File: config.mk
export PLATFORM = sky130hd
export DESIGN_NAME = mfp_ahb_uart_tx
export DESIGN_NICKNAME = d
export VERILOG_FILES = /design/src/rtl/mfp_ahb_uart_tx.sv
export SDC_FILE = /design/constraint.sdc
export NUM_CORES = 1
export LEC_CHECK = 0
export CORE_UTILIZATION = 54
export DETAILED_ROUTE_END_ITERATION = 16
export PLACE_DENSITY = 0.8
export SLEW_MARGIN = 20
export SYNTH_ARGS = -nofsm -noshare
export SYNTH_HDL_FRONTEND = slang
export SYNTH_SLANG_ARGS = --single-unit
File: constraint.sdc
create_clock -name HCLK -period 3.95 [get_ports HCLK]
set_clock_uncertainty 0.2 [all_clocks]
set_input_delay 0.395 -clock HCLK [delete_from_list [all_inputs] [get_ports HCLK]]
set_output_delay 0.395 -clock HCLK [all_outputs]
set_load 0.01 [all_outputs]
File: src/rtl/mfp_ahb_uart_tx.sv
// AHB-Lite zero-wait-state UART transmitter: 16-entry byte FIFO feeding an
// 8N1 serialiser with a programmable baud divider.
module mfp_ahb_uart_tx #(
  parameter int BAUD_DIV   = 434,
  parameter int FIFO_DEPTH = 16
) (
  input  logic        HCLK,
  input  logic        SI_Reset,
  input  logic        HSEL,
  input  logic [31:0] HADDR,
  input  logic [1:0]  HTRANS,
  input  logic        HWRITE,
  input  logic [2:0]  HSIZE,
  input  logic        HREADY,
  input  logic [31:0] HWDATA,
  output logic [31:0] HRDATA,
  output logic        HREADYOUT,
  output logic        HRESP,
  output logic        UART_TX,
  output logic        TX_Idle,
  output logic [1:0]  o_dbg_state
);

  localparam int AW = $clog2(FIFO_DEPTH);
  localparam int BW = $clog2(BAUD_DIV);
  localparam logic [BW-1:0] BAUD_LAST = BW'(BAUD_DIV - 1);

  // o_dbg_state encoding: 0=IDLE, 1=START, 2=DATA, 3=STOP
  typedef enum logic [1:0] {S_IDLE = 2'd0, S_START = 2'd1, S_DATA = 2'd2, S_STOP = 2'd3} state_t;

  logic          r_dp_valid;
  logic          r_dp_write;
  logic [1:0]    r_dp_addr;
  logic          r_en;
  logic          r_ovf;
  logic [AW:0]   r_wptr;
  logic [AW:0]   r_rptr;
  logic [7:0]    r_mem [FIFO_DEPTH];
  state_t        r_state;
  logic [BW-1:0] r_baud;
  logic [2:0]    r_bit_idx;
  logic [7:0]    r_shift;
  logic          r_tx;

  logic [AW:0]   w_count;
  logic          w_empty;
  logic          w_full;
  logic          w_wr_txdata;
  logic          w_wr_ctrl;
  logic          w_push;
  logic          w_pop;
  logic          w_baud_zero;
  logic [7:0]    w_head;
  logic [31:0]   w_status;
  logic          w_unused;

  // Handshake: an address phase is taken when HSEL & HTRANS[1] & HREADY; its
  // data phase is always the next cycle since this responder never stalls.
  always_ff @(posedge HCLK or posedge SI_Reset) begin
    if (SI_Reset) begin
      r_dp_valid <= 1'b0;
      r_dp_write <= 1'b0;
      r_dp_addr  <= 2'd0;
    end else begin
      r_dp_valid <= HSEL & HTRANS[1] & HREADY;
      r_dp_write <= HWRITE;
      r_dp_addr  <= HADDR[3:2];
    end
  end

  assign w_count     = r_wptr - r_rptr;
  assign w_empty     = (r_wptr == r_rptr);
  assign w_full      = (w_count == (AW+1)'(FIFO_DEPTH));
  assign w_wr_txdata = r_dp_valid & r_dp_write & (r_dp_addr == 2'd0);
  assign w_wr_ctrl   = r_dp_valid & r_dp_write & (r_dp_addr == 2'd2);
  assign w_push      = w_wr_txdata & ~w_full;
  assign w_baud_zero = (r_baud == '0);
  assign w_head      = r_mem[r_rptr[AW-1:0]];
  assign w_pop       = r_en & ~w_empty &
                       ((r_state == S_IDLE) | ((r_state == S_STOP) & w_baud_zero));

  always_ff @(posedge HCLK or posedge SI_Reset) begin
    if (SI_Reset) begin
      r_en  <= 1'b1;
      r_ovf <= 1'b0;
    end else begin
      if (w_wr_ctrl) begin
        r_en <= HWDATA[0];
        if (HWDATA[1]) r_ovf <= 1'b0;
      end
      // Full is judged before any same-cycle pop, so this push is lost.
      if (w_wr_txdata & w_full) r_ovf <= 1'b1;
    end
  end

  always_ff @(posedge HCLK or posedge SI_Reset) begin
    if (SI_Reset) begin
      r_wptr <= '0;
      r_rptr <= '0;
    end else begin
      if (w_push) r_wptr <= r_wptr + 1'b1;
      if (w_pop)  r_rptr <= r_rptr + 1'b1;
    end
  end

  always_ff @(posedge HCLK) begin
    if (w_push) r_mem[r_wptr[AW-1:0]] <= HWDATA[7:0];
  end

  always_ff @(posedge HCLK or posedge SI_Reset) begin
    if (SI_Reset) begin
      r_state   <= S_IDLE;
      r_baud    <= '0;
      r_bit_idx <= 3'd0;
      r_shift   <= 8'd0;
      r_tx      <= 1'b1;
    end else begin
      case (r_state)
        S_IDLE: begin
          r_tx <= 1'b1;
          if (w_pop) begin
            r_shift <= w_head;
            r_baud  <= BAUD_LAST;
            r_state <= S_START;
            r_tx    <= 1'b0;
          end
        end
        S_START: begin
          if (w_baud_zero) begin
            r_state   <= S_DATA;
            r_baud    <= BAUD_LAST;
            r_bit_idx <= 3'd0;
            r_tx      <= r_shift[0];
          end else begin
            r_baud <= r_baud - 1'b1;
          end
        end
        S_DATA: begin
          if (w_baud_zero) begin
            r_baud <= BAUD_LAST;
            if (r_bit_idx == 3'd7) begin
              r_state <= S_STOP;
              r_tx    <= 1'b1;
            end else begin
              r_bit_idx <= r_bit_idx + 3'd1;
              r_shift   <= r_shift >> 1;
              r_tx      <= r_shift[1];
            end
          end else begin
            r_baud <= r_baud - 1'b1;
          end
        end
        S_STOP: begin
          if (w_baud_zero) begin
            if (w_pop) begin
              r_shift <= w_head;
              r_baud  <= BAUD_LAST;
              r_state <= S_START;
              r_tx    <= 1'b0;
            end else begin
              r_state <= S_IDLE;
              r_tx    <= 1'b1;
            end
          end else begin
            r_baud <= r_baud - 1'b1;
          end
        end
        default: begin
          r_state <= S_IDLE;
          r_tx    <= 1'b1;
        end
      endcase
    end
  end

  always_comb begin
    w_status               = '0;
    w_status[0]            = w_full;
    w_status[1]            = w_empty;
    w_status[2]            = (r_state != S_IDLE);
    w_status[3]            = r_ovf;
    w_status[4 +: AW+1]    = w_count;
  end

  always_comb begin
    HRDATA = '0;
    if (r_dp_valid & ~r_dp_write) begin
      case (r_dp_addr)
        2'd1:    HRDATA = w_status;
        2'd2:    HRDATA = {31'd0, r_en};
        default: HRDATA = '0;
      endcase
    end
  end

  assign HREADYOUT   = 1'b1;
  assign HRESP       = 1'b0;
  assign UART_TX     = r_tx;
  assign TX_Idle     = w_empty & (r_state == S_IDLE);
  assign o_dbg_state = r_state;
  assign w_unused    = ^{HSIZE, HADDR[31:4], HADDR[1:0], HWDATA[31:8]};

endmodule
==> flow_metrics.tcl, run 1 <==
set metrics [dict create \
    final_nets 633 \
    critPathMostFrequentCell "buf_4" \
    hpwlAfterDp_mm 9.64 \
    netlist_instances 502 \
    slew_headroom_pct 52.8 \
    p_comb_share_pct 32.5 \
    cts_tree "yes" \
    ant_nets 0 \
    yosysMostFrequentCell "edfxtp_1" \
    max_freq_mhz 291 \
    diodes 0 \
    yosys.area.top_type_share_pct 51.3 \
    crit_path_max_fanout 14 \
    power_frac_clock_pct 29.7 \
    grt_usage_pct 23.0 \
    rows 42 \
    start_kind "flop" \
    tightest_slew_ns 0.707 \
    num_vias 4293 \
    hold_path.class "input pin to asynchronous set/reset pin" \
    netlist-cell-type-count 55 \
    finalCriticalPeriod_ns 3.44 \
    path_depth 12 \
    syn2layout_area_growth_pct 13.1 \
    synth_edf_count 128 \
    start_util_pct 55.9 \
    dieArea_um2 14300 \
    crit_buf_inv 4 \
    grt_first_pass_wirelength_mm 23.8 \
    status "complete, no violations" \
    p_int_mw 3.87 \
    htreeDepth 4 \
    fin_crit_sh_pct 87.0 \
    ys_top_cells_by_area "edfxtp_1, dfrtp_1, mux4_2, ha_1, buf_4" \
    placeableCoreArea_um2 13400 \
    cts_resized 0 \
    crit_chain "inv_2 > ha_1 > inv_1 > fa_1 > a21o_1 > a21oi_2 > xnor2_1 > a211o_1 > buf_4 > nor2b_1 > buf_4 > and3_1" \
    p_switching_mw 1.94 \
    r2r_cells 12 \
    synth_top_area_cell "edfxtp_1" \
    synth-seq-cells 167 \
    drive_above_1_share_pct 14.7 \
    drt-total-wl_mm 14.9 \
    setup_viol 0 \
    drt_first_pass_iters 5 \
    wire_per_inst_um 20.5 \
    synth_flop_cell "edfxtp_1" \
    total_power_mw 5.81 \
    worstSkewPairLatency_ns 0.43 \
    synth-seq-area-share_pct 64.4 \
    cp_slowest_stage_delay_ns 0.56 \
    power.leakage_nw 3.19 \
    cp.arrival_ns 3.30 \
    drc 0 \
    crit_type "flop to flop" \
    clock_sinks 167 \
    synthTopCellsByCount "edfxtp_1, dfrtp_1, nor2_1, buf_4, mux4_2" \
    ios 112 \
    cp_slowest_cell "and3_1" \
    ys_warn_count 0 \
    regToRegSetupSlack_ns 0.51 \
    post_cts.repair.setup_buffers 0 \
    cp.required_ns 3.81 \
    numCtsBuffers 17 \
    fill_cells 948 \
    clkTransAtPathRegs_ns 0.07 \
    drt_iter0_drc 368 \
    grt_max_degree 40 \
    rsz0062_at_grt "no" \
    switching_share_pct 33.4 \
    clockBufferDepth 2 \
    synth_area_um2 7490 \
    worst_setup_path_end_kind "flop" \
    vias_per_cell 5.91 \
    setup_tns_ns 0 \
    io_buffers 28 \
    grt_pass1_vias 4380 \
    max-vdd-ir-drop_uv 438 \
    drv_slew 0 \
    cts_root_buf "clkbuf_16" \
    dieWidth_um 120 \
    gp_congestion 0.827 \
    antenna_found_initial 0 \
    dieHeight_um 120 \
    power_density_nw_per_um2 685 \
    path_delay_family "simple AND/OR/NAND/NOR gates" \
    maxCapViolCount 0 \
    async_reset_ff_share_pct 23.4 \
    hold_violations 0 \
    syn_area_per_cell_um2 14.9 \
    p_seq_share_pct 37.8 \
    grt-ovfl-total 0 \
    ctsHoldBuffers 0 \
]
flip-flops by register name, summed over array words and instances, names as in the netlist, 2 cells and up:
signal,count
r_wptr,5
r_mem,128
r_baud,9
r_rptr,5
o_dbg_state,2
r_shift,8
r_bit_idx,3
r_dp_addr,2
cell type report:
type | instances | area [um2] | area share (%)
Inverter | 24 | 90.1 | 1.06
Timing Repair Buffer | 35 | 335 | 3.96
Sequential cell | 167 | 4820 | 56.9
Multi-Input combinational cell | 292 | 2390 | 28.2
Clock inverter | 15 | 186 | 2.20
Tap cell | 176 | 220 | 2.60
Clock buffer | 17 | 425 | 5.02
placed cells by master, fill, tap and decap left out, types with 8 or more instances in the layout:
| cell | count |
|---|---|
| clkbuf_16 | 17 |
| xnor2_1 | 8 |
| o21ai_0 | 17 |
| conb_1 | 25 |
| and3_1 | 20 |
| mux4_2 | 27 |
| inv_1 | 23 |
| nand2_1 | 22 |
| a21oi_1 | 16 |
| edfxtp_1 | 128 |
| clkdlybuf4s50_1 | 27 |
| mux2i_1 | 12 |
| nor2_1 | 30 |
| dfrtp_1 | 35 |
| ha_1 | 21 |
final timing paths:
kind | endpoint | start
max | r_mem[10][1] | r_wptr[0]
min | r_baud[7] | SI_Reset
max reg2reg | r_mem[10][1] | r_wptr[0]
min reg2reg | r_shift[3] | r_shift[3]
max in group asynchronous | r_rptr[2] | SI_Reset
min in group HCLK | r_dp_addr[0] | HADDR[2]
cells by family (layout without fill, tap and decap cells):
logic type | count (synthesis) | after routing | share of synthesized area [%]
compound gates | 82 | 82 | 7.47
mux | 43 | 43 | 10.3
simple gates | 109 | 109 | 7.78
fa+ha+maj | 22 | 22 | 3.77
buf+inv | 66 | 91 | 4.89
other cells | 2 | 25 | 0.100
flops | 167 | 167 | 64.4
xor+xnor | 11 | 11 | 1.29
per-stage QoR:
| stage | std cells | hold slack [ns] | instance area [um2] | utilization, % | worst slack (ns) |
|---|---|---|---|---|---|
| detailed placement | 694 | 0.272 | 7860 | 58.6 | 0.481 |
| global placement | 694 | 0.259 | 7860 | 58.6 | 0.574 |
| floorplan | 525 | 0.226 | 7580 | - | 0.657 |
| CTS | 726 | 0.198 | 8470 | 63.2 | 0.0553 |
| finish | 726 | 0.204 | 8470 | 63.2 | 0.513 |
| global route | 726 | 0.203 | 8470 | 63.2 | 0.355 |
metal layers:
layer	global-route usage (%)	share of wire [%]	routed length, um	vias to the layer above
met2	37.1	51	7660	143
met4	10.1	2.4	359	0
met3	6.08	5.4	805	27
li1	-	-	-	1931
met1	29.3	41	6080	2192
met5	0	0	0	-
power by group through the flow:
stage	combinational (mW)	clock, mW	sequential (mW)
floorplan	1.44	0	2.19
detailed placement	1.86	0	2.23
global route	2.09	1.80	2.22
global placement	1.78	0	2.21
finish	1.89	1.72	2.19
CTS	1.89	1.73	2.19
worst min-delay path, cell delays in order:
cell and delay [ns]:
clkdlybuf4s50_1 0.40, inv_1 0.05, buf_4 0.43
Note: power is estimated with default switching activity, not from simulation.
==> run 2: changes to the inputs <==
--- a/config.mk
+++ b/config.mk
@@ -6,6 +6,7 @@
 export NUM_CORES = 1
 export LEC_CHECK = 0
 export CORE_UTILIZATION = 54
+export CTS_CLUSTER_SIZE = 14
 export DETAILED_ROUTE_END_ITERATION = 16
 export PLACE_DENSITY = 0.8
 export SLEW_MARGIN = 20
==> results of run 2 <==
No change in the layout: final DEF, timing and power equal those of run 1.
